$ cat src/rtl/alu_arbiter.sv
// Two-requester front end sharing one ALU, with a single-entry response register
// and per-requester saturating completion counters.
module alu_arbiter_alu #(
  parameter int N = 32
) (
  input  logic [N-1:0] a,
  input  logic [N-1:0] b,
  input  logic [3:0]   op,
  output logic [N-1:0] y,
  output logic         illegal
);
  logic [4:0] sh;
  assign sh = b[4:0];

  always_comb begin
    y       = '0;
    illegal = 1'b0;
    case (op)
      4'd0:  y = a + b;
      4'd1:  y = a << sh;
      4'd2:  y = {{(N-1){1'b0}}, ($signed(a) < $signed(b))};
      4'd3:  y = {{(N-1){1'b0}}, (a < b)};
      4'd4:  y = a ^ b;
      4'd5:  y = a >> sh;
      4'd6:  y = a | b;
      4'd7:  y = a & b;
      4'd12: y = a - b;
      4'd13: y = $signed(a) >>> sh;
      4'd15: y = b;
      default: illegal = 1'b1;
    endcase
  end
endmodule

module alu_arbiter_cnt (
  input  logic        clk,
  input  logic        rst,
  input  logic        inc,
  output logic [15:0] cnt
);
  always_ff @(posedge clk or posedge rst) begin
    if (rst)                        cnt <= '0;
    else if (inc && cnt != 16'hFFFF) cnt <= cnt + 16'd1;
  end
endmodule

module alu_arbiter #(
  parameter int N = 32
) (
  input  logic         clk,
  input  logic         rst,
  input  logic         req0_valid,
  output logic         req0_ready,
  input  logic [N-1:0] req0_a,
  input  logic [N-1:0] req0_b,
  input  logic [3:0]   req0_op,
  input  logic         req1_valid,
  output logic         req1_ready,
  input  logic [N-1:0] req1_a,
  input  logic [N-1:0] req1_b,
  input  logic [3:0]   req1_op,
  output logic         rsp_valid,
  input  logic         rsp_ready,
  output logic [N-1:0] rsp_result,
  output logic         rsp_id,
  output logic         rsp_err,
  output logic [15:0]  cnt0,
  output logic [15:0]  cnt1
);
  typedef struct packed {
    logic [N-1:0] a;
    logic [N-1:0] b;
    logic [3:0]   op;
  } req_t;

  typedef enum logic {EMPTY, FULL} state_t;

  state_t          state;
  logic            rr_ptr;
  req_t [1:0]      req;
  req_t            sel;
  logic            grant0, grant1, can_accept, accept;
  logic [N-1:0]    alu_y;
  logic            alu_illegal;
  logic [1:0]      hs;
  logic [1:0][15:0] cnt;

  assign req[0] = {req0_a, req0_b, req0_op};
  assign req[1] = {req1_a, req1_b, req1_op};

  // rr_ptr only breaks ties; a lone valid requester always wins
  assign grant1     = req1_valid & (~req0_valid | rr_ptr);
  assign grant0     = req0_valid & ~grant1;
  assign can_accept = ~rsp_valid | rsp_ready;
  assign req0_ready = ~rst & grant0 & can_accept;
  assign req1_ready = ~rst & grant1 & can_accept;
  assign accept     = req0_ready | req1_ready;
  assign sel        = grant1 ? req[1] : req[0];

  alu_arbiter_alu #(.N(N)) u_alu (
    .a       (sel.a),
    .b       (sel.b),
    .op      (sel.op),
    .y       (alu_y),
    .illegal (alu_illegal)
  );

  always_ff @(posedge clk or posedge rst) begin
    if (rst) begin
      state      <= EMPTY;
      rsp_valid  <= 1'b0;
      rsp_result <= '0;
      rsp_id     <= 1'b0;
      rsp_err    <= 1'b0;
      rr_ptr     <= 1'b0;
    end else begin
      if (accept) rr_ptr <= ~grant1;
      case (state)
        EMPTY: if (accept) begin
          state      <= FULL;
          rsp_valid  <= 1'b1;
          rsp_result <= alu_illegal ? '0 : alu_y;
          rsp_id     <= grant1;
          rsp_err    <= alu_illegal;
        end
        FULL: if (accept) begin
          rsp_result <= alu_illegal ? '0 : alu_y;
          rsp_id     <= grant1;
          rsp_err    <= alu_illegal;
        end else if (rsp_ready) begin
          state     <= EMPTY;
          rsp_valid <= 1'b0;
        end
        default: begin
          state     <= EMPTY;
          rsp_valid <= 1'b0;
        end
      endcase
    end
  end

  assign hs[0] = rsp_valid & rsp_ready & ~rsp_id;
  assign hs[1] = rsp_valid & rsp_ready &  rsp_id;

  for (genvar i = 0; i < 2; i++) begin : g_cnt
    alu_arbiter_cnt u_cnt (
      .clk (clk),
      .rst (rst),
      .inc (hs[i]),
      .cnt (cnt[i])
    );
  end

  assign cnt0 = cnt[0];
  assign cnt1 = cnt[1];
endmodule

$ cat config.mk
export PLATFORM = sky130hd
export DESIGN_NAME = alu_arbiter
export DESIGN_NICKNAME = d
export VERILOG_FILES = /design/src/rtl/alu_arbiter.sv
export SDC_FILE = /design/constraint.sdc
export NUM_CORES = 1
export LEC_CHECK = 0
export ABC_AREA = 0
export BUFFER_PORTS_ARGS = -buffer_cell sky130_fd_sc_hd__buf_2
export CORE_MARGIN = 3
export CORE_UTILIZATION = 55
export CTS_CLUSTER_DIAMETER = 120
export DETAILED_ROUTE_END_ITERATION = 6
export HOLD_SLACK_MARGIN = 0.15
export PLACE_DENSITY = 0.74
export SLEW_MARGIN = 20
export SYNTH_ARGS = -nofsm -noshare
export SYNTH_HDL_FRONTEND = slang
export SYNTH_SLANG_ARGS = --single-unit
$ cat constraint.sdc
create_clock -name clk -period 6.1 [get_ports clk]
set_input_delay 1.525 -clock clk [delete_from_list [all_inputs] [get_ports clk]]
set_output_delay 1.525 -clock clk [all_outputs]
set_load 0.02 [all_outputs]
### Word level (Yosys, flattened, before mapping)

Cells that the tools add are included.

* bits in writable memories: 0
* bits in latches: 0
* memories: 0
* flip-flop bits (word level): 69
* bits of input ports: 141
* bits in read-only memories: 0
* output and inout bits: 69
* word-level logic and storage cells: 73

* add/subtract/negate cells: 4
* div/mod/pow operators: 0
* order comparisons: 2
* bitwise operators: 21
* reductions and logical operators: 5
* $mul: 0
* eq/ne operators: 15
* shift-type cells: 3
* muxes and demuxes: 15

Operators by type and width (number)
* $pmux 32 s11: 1
* $mux 68: 1
* $lt 32x32->1: 2
* $mux 32: 2
* $add 16x1->16 const B: 2
* $add 32x32->32: 1
* $and 32x32->32: 1
* $ne 16x16->1 const B: 2
* $or 32x32->32: 1
* $shl 32x5->32: 1
* $shr 32x5->32: 1
* $sshr 32x5->32: 1
* $sub 32x32->32: 1
* $xor 32x32->32: 1
* $eq 4x3->1 const B: 4
* $eq 4x4->1 const B: 3
* $reduce_or 11->1: 1
* $and 1x1->1: 9
* $mux 1: 9
* $eq 4x2->1 const B: 2
* $ne 2x2->1 const B: 3
* $not 1->1: 6
* $eq 4x1->1 const B: 1
* $logic_not 4->1: 1
* other kinds (4): 8

### Longest topological paths before layout

* depth in word-level cells: 10
* gate-level depth with buffers: 23
* mapped depth without buffers: 17

### Cells and area by module

From an unflattened synthesis, not the netlist that was laid out.

* cells, all modules: 1760
* area, all modules: 13913.3 um^2

Modules (own cells, without submodules)
* alu_arbiter_alu: instances 1, area each 9738.1 um^2, seq. area each 0.0 um^2, cells each 1369
* alu_arbiter: instances 1, area each 2563.7 um^2, seq. area each 925.9 um^2, cells each 249
* alu_arbiter_cnt: instances 2, area each 805.8 um^2, seq. area each 400.4 um^2, cells each 71

### Worst setup path before layout

Ideal clock, no wire load.

* kind: input-to-reg
* from: input port req1_valid
* to: register rsp_result[30]
* data required time: 5.961 ns
* cell stages on the path: 22
* buffers on the path: 6
* arrival time: 5.653 ns
* library setup time: 0.139 ns
* slack: 0.309 ns
* cell sequence: buf_2 inv_2 nor2_2 buf_4 buf_2 buf_2 buf_2 buf_2 nand2_1 nand2_1 ha_1 inv_1 fa_1 o21bai_1 a2111oi_2 and4b_1 o32ai_4 o31ai_1 or3_1 a21oi_1 a2111oi_0 a21oi_1

* longest elaborated chain between the ends: 6
* elaborated cells between the ends (all ways): 32
* those cells by class: 2 x add/sub; 10 x eq/ne; 3 x shift; 4 x mux; 11 x bitwise; 2 x reduce/logical

RTL lines
* from (decl): line 57 `input logic req1_valid,`
* $and 1x1->1 (*): line 92 `assign grant1 = req1_valid & (~req0_valid | rr_ptr);`
* $mux 68 / $not 1->1 (equally long branches): line 98, 93
* $sub 32x32->32 (tied with other cells): line 27 `4'd12: y = a - b;`
* $pmux 32 s11 (tied with other cells): line 18 `case (op)`
* $mux 32 / $and 1x1->1 (equally long branches): line 122, 127, 95
* $mux 32 / $or 1x1->1 (equally long branches): line 119, 126, 97
* to (signal assigned): line 122 `rsp_result <= alu_illegal ? '0 : alu_y;`
* to (signal assigned): line 127 `rsp_result <= alu_illegal ? '0 : alu_y;`
* to (decl): line 64 `output logic [N-1:0] rsp_result,`

Every way passes the cells marked *; elsewhere a longest branch is shown, timed or not. The select of a mux whose other input is x is not followed.
A chain may end at the register's enable or synchronous reset.

### Final worst setup path

* from: input port req0_valid
* to: register rsp_result[31]

* longest elaborated chain between the ends: 8
* elaborated cells between the ends (all ways): 34
* those cells by class: 2 x add/sub; 10 x eq/ne; 3 x shift; 4 x mux; 13 x bitwise; 2 x reduce/logical

RTL lines
* from (decl): line 52 `input logic req0_valid,`
* $not 1->1: line 92
* $or 1x1->1: line 92
* $and 1x1->1: line 92
* $mux 68 / $not 1->1 (equally long branches): line 98, 93
* $sub 32x32->32 (tied with other cells): line 27
* $pmux 32 s11 (tied with other cells): line 18
* $mux 32 / $and 1x1->1 (equally long branches): line 122, 127, 95
* $mux 32 / $or 1x1->1 (equally long branches): line 119, 126, 97

Parallel ways exist; a longest one is shown, timed or not. The select of a mux whose other input is x is not followed.

==> results.yml <==
power:
  p_per_area_nw_per_um2: 261
  pwr-share-seq: 0.147
  swShare: 0.556
  internal_power_mw: 1.97
  p_leak_nw: 7.74
  peakVddDrop_v: 0.000145
  switchingPower_mw: 2.46
  clockPowerShare: 0.131
  total_power_mw: 4.43
  combinationalPowerShare: 0.721
worst_setup_path:
  cp-end-kind: "flip-flop"
  worstPathRequired_ns: 6.33
  critical_path_class: "in2reg"
  cp_max_fo: 28
  arrival_ns: 5.98
  start_kind: "input port"
finish:
  drive_above_1_share: 0.186
  final_nets: 2527
  n_antenna_cell: 0
  stdcell_count: 2625
  area_growth_pct: 12.6
logic_synthesis:
  avgSynthCellArea_sq_um: 7.10
  ys.flop_type: "dfrtp_1"
  netlist_area_sq_um: 15100
  syn_nets: 2376
  yosysTopAreaCellShare: 0.114
  synth_top_area_cell: "dfrtp_1"
  synth-seq-area-share: 0.114
  synth_edf_count: 0
  synth.most_common_cell: "nand2_1"
  synthesis.instances: 2128
  synth-async-reset-ratio: 1.00
  synth_commonest_cells: "nand2_1, a21oi_1, mux2i_1"
  synth_area_leaders: "dfrtp_1, mux2i_1, ha_1, nand2_1, a21oi_1"
  synth.ff_latch_count: 69
  synth_warnings: 0
  ys_types: 100
timing:
  rsz0062_at_grt: "false"
  period_share: 0.942
  worst_pin_slew_ns: 1.12
  finalClockSkew_ns: 0.0130
  max_freq_mhz: 174
  period_needed_ns: 5.74
  maxSlewHeadroom: 0.251
  setup_viol: 0
  hold_viol: 0
  slew_violations: 0
  hold_ws_ns: 0.491
  fin_setup_tns_ns: 0
route:
  dr.pass1.iters: 7
  ant_nets: 0
  drc: 2
  viasPerCell: 7.40
  wire_per_inst_microns: 27.9
  dr.first_iter.drc_count: 3033
  wl_microns: 73200
  dr_total_vias: 19400
placement:
  hpwl_microns: 55800
  place_inst: 2609
  port_buffers: 209
  gp_congestion: 1.15
clock_network:
  clockBufferDepth: 2
  clk_pin_slew_ns: 0.08
  cts_root_buf: "clkbuf_16"
  h-tree-depth: 3
  clock_latency_ns: 0.36
  cts_resized: 0
  postCtsSetupRepairBufs: 0
  cts_tree: "yes"
  postCtsHoldBufs: 0
  clock_sinks: 69
  cts_made_buffers: 9
grt:
  grt_usage: 0.477
  antenna_found_initial: 2
  grt_max_degree: 92
  first_global_vias: 17600
  grt_pass1_wl_microns: 108000
  grt_overflow_total: 0
floorplan:
  start_util: 0.560
  design.core.area_sq_um: 27000
  io_pins: 210
  die_h_microns: 172
  die_w_microns: 172
  dieArea_sq_um: 29500
  num_rows: 60
status:
  outcome: "finished with violations"
  violations: "design-rule violations"
run:
  maxCapViolCount: 0
min_path:
  hp-class: "reg2reg"
-- cell families after synthesis --
family / Yosys count / synth area share
buf+inv: 270 / 0.0750
flops: 69 / 0.114
mux: 206 / 0.147
compound gates: 728 / 0.330
simple gates: 704 / 0.219
fa+ha+maj: 107 / 0.0896
xor+xnor: 44 / 0.0255
-- final cells by class --
type / count / area, sq um
Timing Repair Buffer: 305 / 1820
Clock buffer: 10 / 239
Multi-Input combinational cell: 1789 / 12300
Fill cell: 2522 / 9940
Clock inverter: 6 / 70.1
Inverter: 105 / 394
Sequential cell: 69 / 1730
Tap cell: 341 / 427
-- per-layer routing --
| metal | GRT usage | vias to the layer above | share of wire |
|---|---|---|---|
| met4 | 0.302 | 4 | 0.083 |
| met2 | 0.700 | 1694 | 0.41 |
| met1 | 0.618 | 9011 | 0.37 |
| met5 | 0 | - | 0.00037 |
| li1 | - | 8302 | - |
| met3 | 0.126 | 401 | 0.13 |
-- power groups by stage --
stage | clock network [mW] | registers [mW] | logic (mW)
3_3_place_gp | 0 | 0.651 | 3.00
5_1_grt | 0.608 | 0.663 | 3.37
6_report | 0.583 | 0.652 | 3.20
4_1_cts | 0.579 | 0.648 | 3.05
2_1_floorplan | 0 | 0.746 | 1.89
3_5_place_dp | 0 | 0.655 | 3.04
-- metrics by stage --
| stage | utilization | worst slack [ns] | cell area (sq um) |
|---|---|---|---|
| 6_report | 0.631 | 0.355 | 17000 |
| 5_1_grt | 0.631 | 0.278 | 17000 |
| 3_5_place_dp | 0.620 | 0.274 | 16700 |
| 3_3_place_gp | 0.620 | 0.256 | 16700 |
| 2_1_floorplan | - | 0.309 | 15100 |
| 4_1_cts | 0.631 | 0.592 | 17000 |
-- registers in the layout (all words and copies together), names as in the netlist --
| signal | flops |
|---|---|
| g_cnt.u_cnt.cnt | 32 |
| rr_ptr | 1 |
| rsp_err | 1 |
| rsp_id | 1 |
| rsp_result | 32 |
| rsp_valid | 1 |
| state | 1 |
-- critical path: stages --
cell      delay (ns)
buf_2           0.15
nor2b_1         0.17
buf_12          0.17
nor2_4          0.29
buf_4           0.39
nand2_1         0.10
nand2_1         0.26
ha_1            0.31
inv_1           0.12
o311ai_0        0.58
nand3_1         0.27
a21oi_1         0.34
a311oi_1        0.16
buf_4           0.16
o21ai_0         0.27
mux2_2          0.38
a211oi_1        0.23
o21ai_1         0.09
-- layout by cell type (no fill, tap or decap), types with 21 or more instances in the layout --
cell type / Yosys / final
xnor2_1: 37 / 37
a211oi_1: 42 / 42
a21o_1: 22 / 22
mux2_2: 46 / 46
a31oi_1: 32 / 31
o21ai_1: 37 / 36
nand2b_1: 22 / 22
o211ai_1: 55 / 55
a221oi_1: 25 / 25
buf_4: 6 / 92
a21oi_1: 167 / 164
ha_1: 105 / 105
nor2_1: 125 / 125
inv_1: 97 / 96
nor2b_1: 22 / 22
o22ai_1: 30 / 30
nand2_1: 257 / 256
dfrtp_1: 69 / 69
o21ai_0: 99 / 99
nor3_1: 56 / 56
buf_2: 71 / 209
o31ai_1: 22 / 21
mux2i_1: 147 / 143
nand3_1: 112 / 112
-- worst paths after layout --
path | start | endpoint | slack (ns) | depth (start not counted)
worst max-delay path | req0_valid | rsp_result[31] | 0.36 | 18
worst min-delay path | g_cnt[1].u_cnt.cnt[9] | g_cnt[1].u_cnt.cnt[9] | 0.49 | 1
worst max register to register | rr_ptr | rsp_result[31] | 1.31 | 16
worst min register to register | g_cnt[1].u_cnt.cnt[9] | g_cnt[1].u_cnt.cnt[9] | 0.49 | 1
max in group asynchronous | rst | rsp_result[0] | 3.82 | 3
min in group asynchronous | rst | state | 1.20 | 2
No activity file was read; power rests on OpenSTA's default activity.
